$ cat config.mk
export PLATFORM = sky130hd
export DESIGN_NAME = pulse_analyzer
export DESIGN_NICKNAME = d
export VERILOG_FILES = /design/src/rtl/pulse_analyzer.sv
export SDC_FILE = /design/constraint.sdc
export NUM_CORES = 1
export LEC_CHECK = 0
export CORE_ASPECT_RATIO = 1.25
export CORE_UTILIZATION = 55
export DETAILED_ROUTE_END_ITERATION = 8
export GPL_ROUTABILITY_DRIVEN = 0
export GPL_TIMING_DRIVEN = 0
export PLACE_DENSITY = 0.77
export SYNTH_ARGS = -nofsm -noshare
export SYNTH_HDL_FRONTEND = slang
export SYNTH_SLANG_ARGS = --single-unit
$ cat constraint.sdc
create_clock -name wb_clk_i -period 8.6 [get_ports wb_clk_i]
set_input_delay 1.72 -clock wb_clk_i [delete_from_list [all_inputs] [get_ports wb_clk_i]]
set_output_delay 1.72 -clock wb_clk_i [all_outputs]
set_load 0.01 [all_outputs]
$ cat src/rtl/pulse_analyzer.sv
// Pulse analyzer: synchronizes a two-bit probe bus and measures high time and rise-to-rise
// period of one selected channel per arm request. Optional macro PULSE_ANALYZER_GLITCH_FILTER_EN.
module pulse_analyzer #(
   parameter int unsigned CNT_W       = 16,
   parameter int unsigned SYNC_STAGES = 2
) (
   input  logic             wb_clk_i,
   input  logic             wb_rst_i,
   input  logic [1:0]       probe_i,
   input  logic             ch_sel_i,
   input  logic             arm_i,
   output logic             busy_o,
   output logic             res_valid_o,
   input  logic             res_ready_i,
   output logic [CNT_W-1:0] res_high_o,
   output logic [CNT_W-1:0] res_period_o,
   output logic             res_ovf_o
);

   localparam logic [CNT_W-1:0] CntMax = '1;

   typedef enum logic [2:0] {
      StIdle,
      StWaitRise,
      StHigh,
      StLow,
      StDone
   } state_e;

   state_e                      state_q;
   logic [SYNC_STAGES-1:0][1:0] sync_q;
   logic [1:0]                  samp;
   logic [1:0]                  edge_q;
   logic                        ch_q;
   logic [CNT_W-1:0]            hi_q;
   logic [CNT_W-1:0]            per_q;
   logic [CNT_W-1:0]            hi_inc;
   logic [CNT_W-1:0]            per_inc;
   logic                        busy_q;
   logic                        valid_q;
   logic [CNT_W-1:0]            res_high_q;
   logic [CNT_W-1:0]            res_period_q;
   logic                        ovf_q;
   logic                        s_cur;
   logic                        s_prev;
   logic                        rise;
   logic                        fall;

   always_ff @(posedge wb_clk_i or negedge wb_rst_i) begin
      if (!wb_rst_i) begin
         sync_q <= '0;
      end else begin
         sync_q <= {sync_q[SYNC_STAGES-2:0], probe_i};
      end
   end

`ifdef PULSE_ANALYZER_GLITCH_FILTER_EN
   logic [1:0] hist1_q;
   logic [1:0] hist2_q;
   logic [1:0] filt_q;

   // Bitwise 2-of-3 majority over the last three synchronized samples.
   always_ff @(posedge wb_clk_i or negedge wb_rst_i) begin
      if (!wb_rst_i) begin
         hist1_q <= '0;
         hist2_q <= '0;
         filt_q  <= '0;
      end else begin
         hist1_q <= sync_q[SYNC_STAGES-1];
         hist2_q <= hist1_q;
         filt_q  <= (sync_q[SYNC_STAGES-1] & hist1_q) |
                    (sync_q[SYNC_STAGES-1] & hist2_q) |
                    (hist1_q & hist2_q);
      end
   end

   assign samp = filt_q;
`else
   assign samp = sync_q[SYNC_STAGES-1];
`endif

   always_ff @(posedge wb_clk_i or negedge wb_rst_i) begin
      if (!wb_rst_i) begin
         edge_q <= '0;
      end else begin
         edge_q <= samp;
      end
   end

   assign s_cur   = samp[ch_q];
   assign s_prev  = edge_q[ch_q];
   assign rise    = s_cur & ~s_prev;
   assign fall    = ~s_cur & s_prev;
   assign hi_inc  = hi_q + 1'b1;
   assign per_inc = per_q + 1'b1;

   always_ff @(posedge wb_clk_i or negedge wb_rst_i) begin
      if (!wb_rst_i) begin
         state_q      <= StIdle;
         ch_q         <= 1'b0;
         hi_q         <= '0;
         per_q        <= '0;
         busy_q       <= 1'b0;
         valid_q      <= 1'b0;
         res_high_q   <= '0;
         res_period_q <= '0;
         ovf_q        <= 1'b0;
      end else begin
         unique case (state_q)
            StIdle: begin
               if (arm_i) begin
                  ch_q    <= ch_sel_i;
                  hi_q    <= '0;
                  per_q   <= '0;
                  busy_q  <= 1'b1;
                  state_q <= StWaitRise;
               end
            end
            StWaitRise: begin
               if (rise) begin
                  hi_q    <= {{(CNT_W-1){1'b0}}, 1'b1};
                  per_q   <= {{(CNT_W-1){1'b0}}, 1'b1};
                  state_q <= StHigh;
               end else if (per_inc == CntMax) begin
                  per_q        <= CntMax;
                  res_high_q   <= '0;
                  res_period_q <= CntMax;
                  ovf_q        <= 1'b1;
                  valid_q      <= 1'b1;
                  state_q      <= StDone;
               end else begin
                  per_q <= per_inc;
               end
            end
            StHigh: begin
               // hi_q never exceeds per_q, but both are checked so either can end the run.
               if ((per_inc == CntMax) || (!fall && (hi_inc == CntMax))) begin
                  per_q        <= per_inc;
                  hi_q         <= fall ? hi_q : hi_inc;
                  res_period_q <= per_inc;
                  res_high_q   <= fall ? hi_q : hi_inc;
                  ovf_q        <= 1'b1;
                  valid_q      <= 1'b1;
                  state_q      <= StDone;
               end else begin
                  per_q <= per_inc;
                  if (fall) begin
                     state_q <= StLow;
                  end else begin
                     hi_q <= hi_inc;
                  end
               end
            end
            StLow: begin
               if (rise) begin
                  res_period_q <= per_q;
                  res_high_q   <= hi_q;
                  ovf_q        <= 1'b0;
                  valid_q      <= 1'b1;
                  state_q      <= StDone;
               end else if (per_inc == CntMax) begin
                  per_q        <= CntMax;
                  res_period_q <= CntMax;
                  res_high_q   <= hi_q;
                  ovf_q        <= 1'b1;
                  valid_q      <= 1'b1;
                  state_q      <= StDone;
               end else begin
                  per_q <= per_inc;
               end
            end
            StDone: begin
               // arm_i is deliberately not looked at here, even on the handshake cycle.
               if (res_ready_i) begin
                  valid_q <= 1'b0;
                  busy_q  <= 1'b0;
                  state_q <= StIdle;
               end
            end
            default: begin
               state_q <= StIdle;
               busy_q  <= 1'b0;
               valid_q <= 1'b0;
            end
         endcase
      end
   end

   assign busy_o       = busy_q;
   assign res_valid_o  = valid_q;
   assign res_high_o   = res_high_q;
   assign res_period_o = res_period_q;
   assign res_ovf_o    = ovf_q;

endmodule

==> flow_summary.json <==
{
  "dpl.cell_count": 633,
  "timing.slew.headroom_pct": 45.6,
  "skew_ps": 9.95,
  "p_total_uw": 1260,
  "clock_tree.buffer_depth": 2,
  "synth-seq-cells": 77,
  "grt_max_degree": 41,
  "multi_input_area_mm2": 0.00240,
  "crit_arrival_ps": 3620,
  "cpPeakStageDelay_ps": 650,
  "critPathKind": "in2reg",
  "cp_top_family": "buffers and inverters",
  "ioPinCount": 42,
  "rows": 36,
  "synth_fa_ha_area_share_pct": 1.10,
  "synthFlopType": "dfrtp_1",
  "io_buffers": 41,
  "synth_commonest_cells": "dfrtp_1, nor2_1, o21ai_0, nand2_1, o31ai_1",
  "synth_top_family_by_area": "simple AND/OR/NAND/NOR gates",
  "hold_path_depth": 0,
  "route.detailed.drc": 0,
  "r2r_cells": 9,
  "globalRouteTotalUtil_pct": 27.3,
  "drt_iter0_drc": 307,
  "ctsResizeCount": 0,
  "end_kind": "register",
  "synth_xor_area_share_pct": 4.81,
  "yosysUniqueCellTypes": 57,
  "dr.pass1.iters": 5,
  "synthArstFlopShare_pct": 100,
  "slew_violations": 0,
  "synth.area.mux_share_pct": 5.08,
  "tns_ps": 0,
  "tightest_slew_ps": 812,
  "yosys_warnings": 0,
  "die-area_mm2": 0.00865,
  "cts_tree": "built",
  "synth_most_common_cell": "dfrtp_1",
  "vdd_drop_max_uv": 197,
  "reg2reg_slack_ps": 5460,
  "setup_viol": 0,
  "clock_tree.root_cell": "clkbuf_8",
  "avgRoutedWirePerCell_um": 18.0,
  "min_period_over_period_pct": 39.1,
  "regArea_mm2": 0.00193,
  "dpl.hpwl_um": 8230,
  "cts_buffers": 9,
  "fin_util_pct": 66.9,
  "antenna_found_initial": 0,
  "grt_setup_unrepaired": "false",
  "ys_top_cells_by_area": "dfrtp_1, o21ai_0, nor2_1",
  "syn_area_mm2": 0.00455,
  "cts_sinks": 77,
  "yosys.area_share.simple_pct": 21.1,
  "hold_end": "samp[1]$_DFF_PN0_",
  "grt_pass1_wl_um": 18900,
  "r2r-end": "res_period_o[11]$_DFFE_PN0P_",
  "nNetsFinal": 560,
  "yosysSeqAreaShare_pct": 42.3,
  "power.density_mw_per_mm2": 238,
  "cts_max_level": 3,
  "wl_um": 11700,
  "slowest_stage": "o31ai_1",
  "cts-hold-fix-buffers": 0,
  "postCtsSetupBuffers": 0,
  "crit_fanout": 10,
  "clkTransAtPathRegs_ps": 90,
  "worst_ep_required_time_ps": 8860,
  "grt_pass1_vias": 3768,
  "worst-path-buf-inv": 2,
  "hp-start": "sync_q[1]$_DFF_PN0_",
  "postRouteAntennaNets": 0,
  "globalRoute.totalOverflow": 0,
  "r2r_start": "state_q[1]$_DFFE_PN0P_",
  "instances_no_fill": 649,
  "fmax_ghz": 0.297,
  "vias": 4006,
  "avgSynthCellArea_um2": 9.18,
  "min_period_ps": 3360,
  "hold_viol": 0,
  "synth_fp_nets": 507,
  "floorplan.initialDensity_pct": 57.4,
  "vias_per_cell": 6.17,
  "synth_cells": 496,
  "synth_edf_count": 0,
  "cap_violations": 0,
  "fillers": 661,
  "synth-compound-area-share_pct": 20.6,
  "crit_path_frequent_cell": "o31ai_1",
  "path_cells": "clkdlybuf4s50_1 -> o31ai_1 -> clkbuf_1 -> o21ai_0 -> o31ai_1",
  "holdCritPathClass": "reg2reg",
  "die_w_um": 83.4,
  "p_leak_uw": 0.00217,
  "insertion_delay_ps": 360,
  "dieHeight_um": 104,
  "layout-drive-gt1-share_pct": 11.7,
  "antenna_cells": 0,
  "status": "finished, final reports clean",
  "core-area_mm2": 0.00793,
  "yosysTopAreaCell": "dfrtp_1",
  "area_growth_pct": 16.5,
  "cp-start-kind": "primary input",
  "netlist.area_leader.share_pct": 42.3
}
layer usage:
layer | part of all wire, % | track usage (%) | up-vias
li1 | - | - | 1905
met1 | 42 | 34.4 | 1942
met2 | 50 | 46.3 | 130
met3 | 4.1 | 3.19 | 29
met4 | 4.1 | 13.4 | 0
met5 | 0 | 0 | -
layout make-up:
cell class                      instances  area share (%)
Sequential cell                        77            36.3
Timing Repair Buffer                   42            8.07
Clock buffer                            9            2.34
Clock inverter                          7            1.51
Inverter                               10           0.708
Multi-Input combinational cell        372            45.2
Tap cell                               95            2.24
Buffer                                 37            3.56
logic make-up (layout without fill, tap and decap cells):
family,Yosys count,after routing
AO/OA/AOI/OAI,142,142
AND/OR/NAND/NOR,183,183
XOR/XNOR,25,25
multiplexers,18,18
buffers and inverters,47,105
flip-flops,77,77
adder cells (fa/ha/maj),4,4
worst max path at each step:
stage,slack [ps],cells after the start,startpoint,to
after floorplan,5880,12,per_q[0]$_DFFE_PN0P_,res_high_o[10]$_DFFE_PN0P_
after global placement,3090,1,wb_rst_i,res_high_o[14]$_DFFE_PN0P_
after detailed placement,4900,5,arm_i,per_q[15]$_DFFE_PN0P_
after CTS,5290,5,arm_i,per_q[15]$_DFFE_PN0P_
after global routing,5100,5,arm_i,per_q[12]$_DFFE_PN0P_
final,5240,5,arm_i,per_q[15]$_DFFE_PN0P_
through the flow:
stage	instance area [um^2]	worst slack [ps]	hold WS, ps
finish	5300	5240	355
global route	5300	5100	376
CTS	5300	5290	358
detailed placement	5100	4900	336
global placement	5080	3090	332
floorplan	4550	5880	331
cell usage in the layout (no fill, tap or decap), types with 12 or more instances in the layout:
cell / instances
dfrtp_1: 77
nor2_1: 50
o21ai_0: 48
nand2_1: 45
clkdlybuf4s50_1: 40
o31ai_1: 22
a21oi_1: 21
clkbuf_1: 20
xnor2_1: 18
o32a_1: 16
nand3_1: 14
nor2b_1: 12
and3_1: 12
flip-flops by register name, summed over array words and instances (netlist names):
| name | count |
|---|---|
| samp | 2 |
| per_q | 16 |
| res_high_o | 16 |
| hi_q | 16 |
| res_valid_o | 1 |
| res_period_o | 16 |
| ch_q | 1 |
| busy_o | 1 |
| res_ovf_o | 1 |
| state_q | 3 |
| edge_q | 2 |
| sync_q | 2 |
power breakdown:
part,internal [uW],switching (uW),total (uW)
clock,139,158,297
sequential,401,33.9,434
combinational,186,343,529
total,726,535,1260
Power figures use the tool's default switching activity.
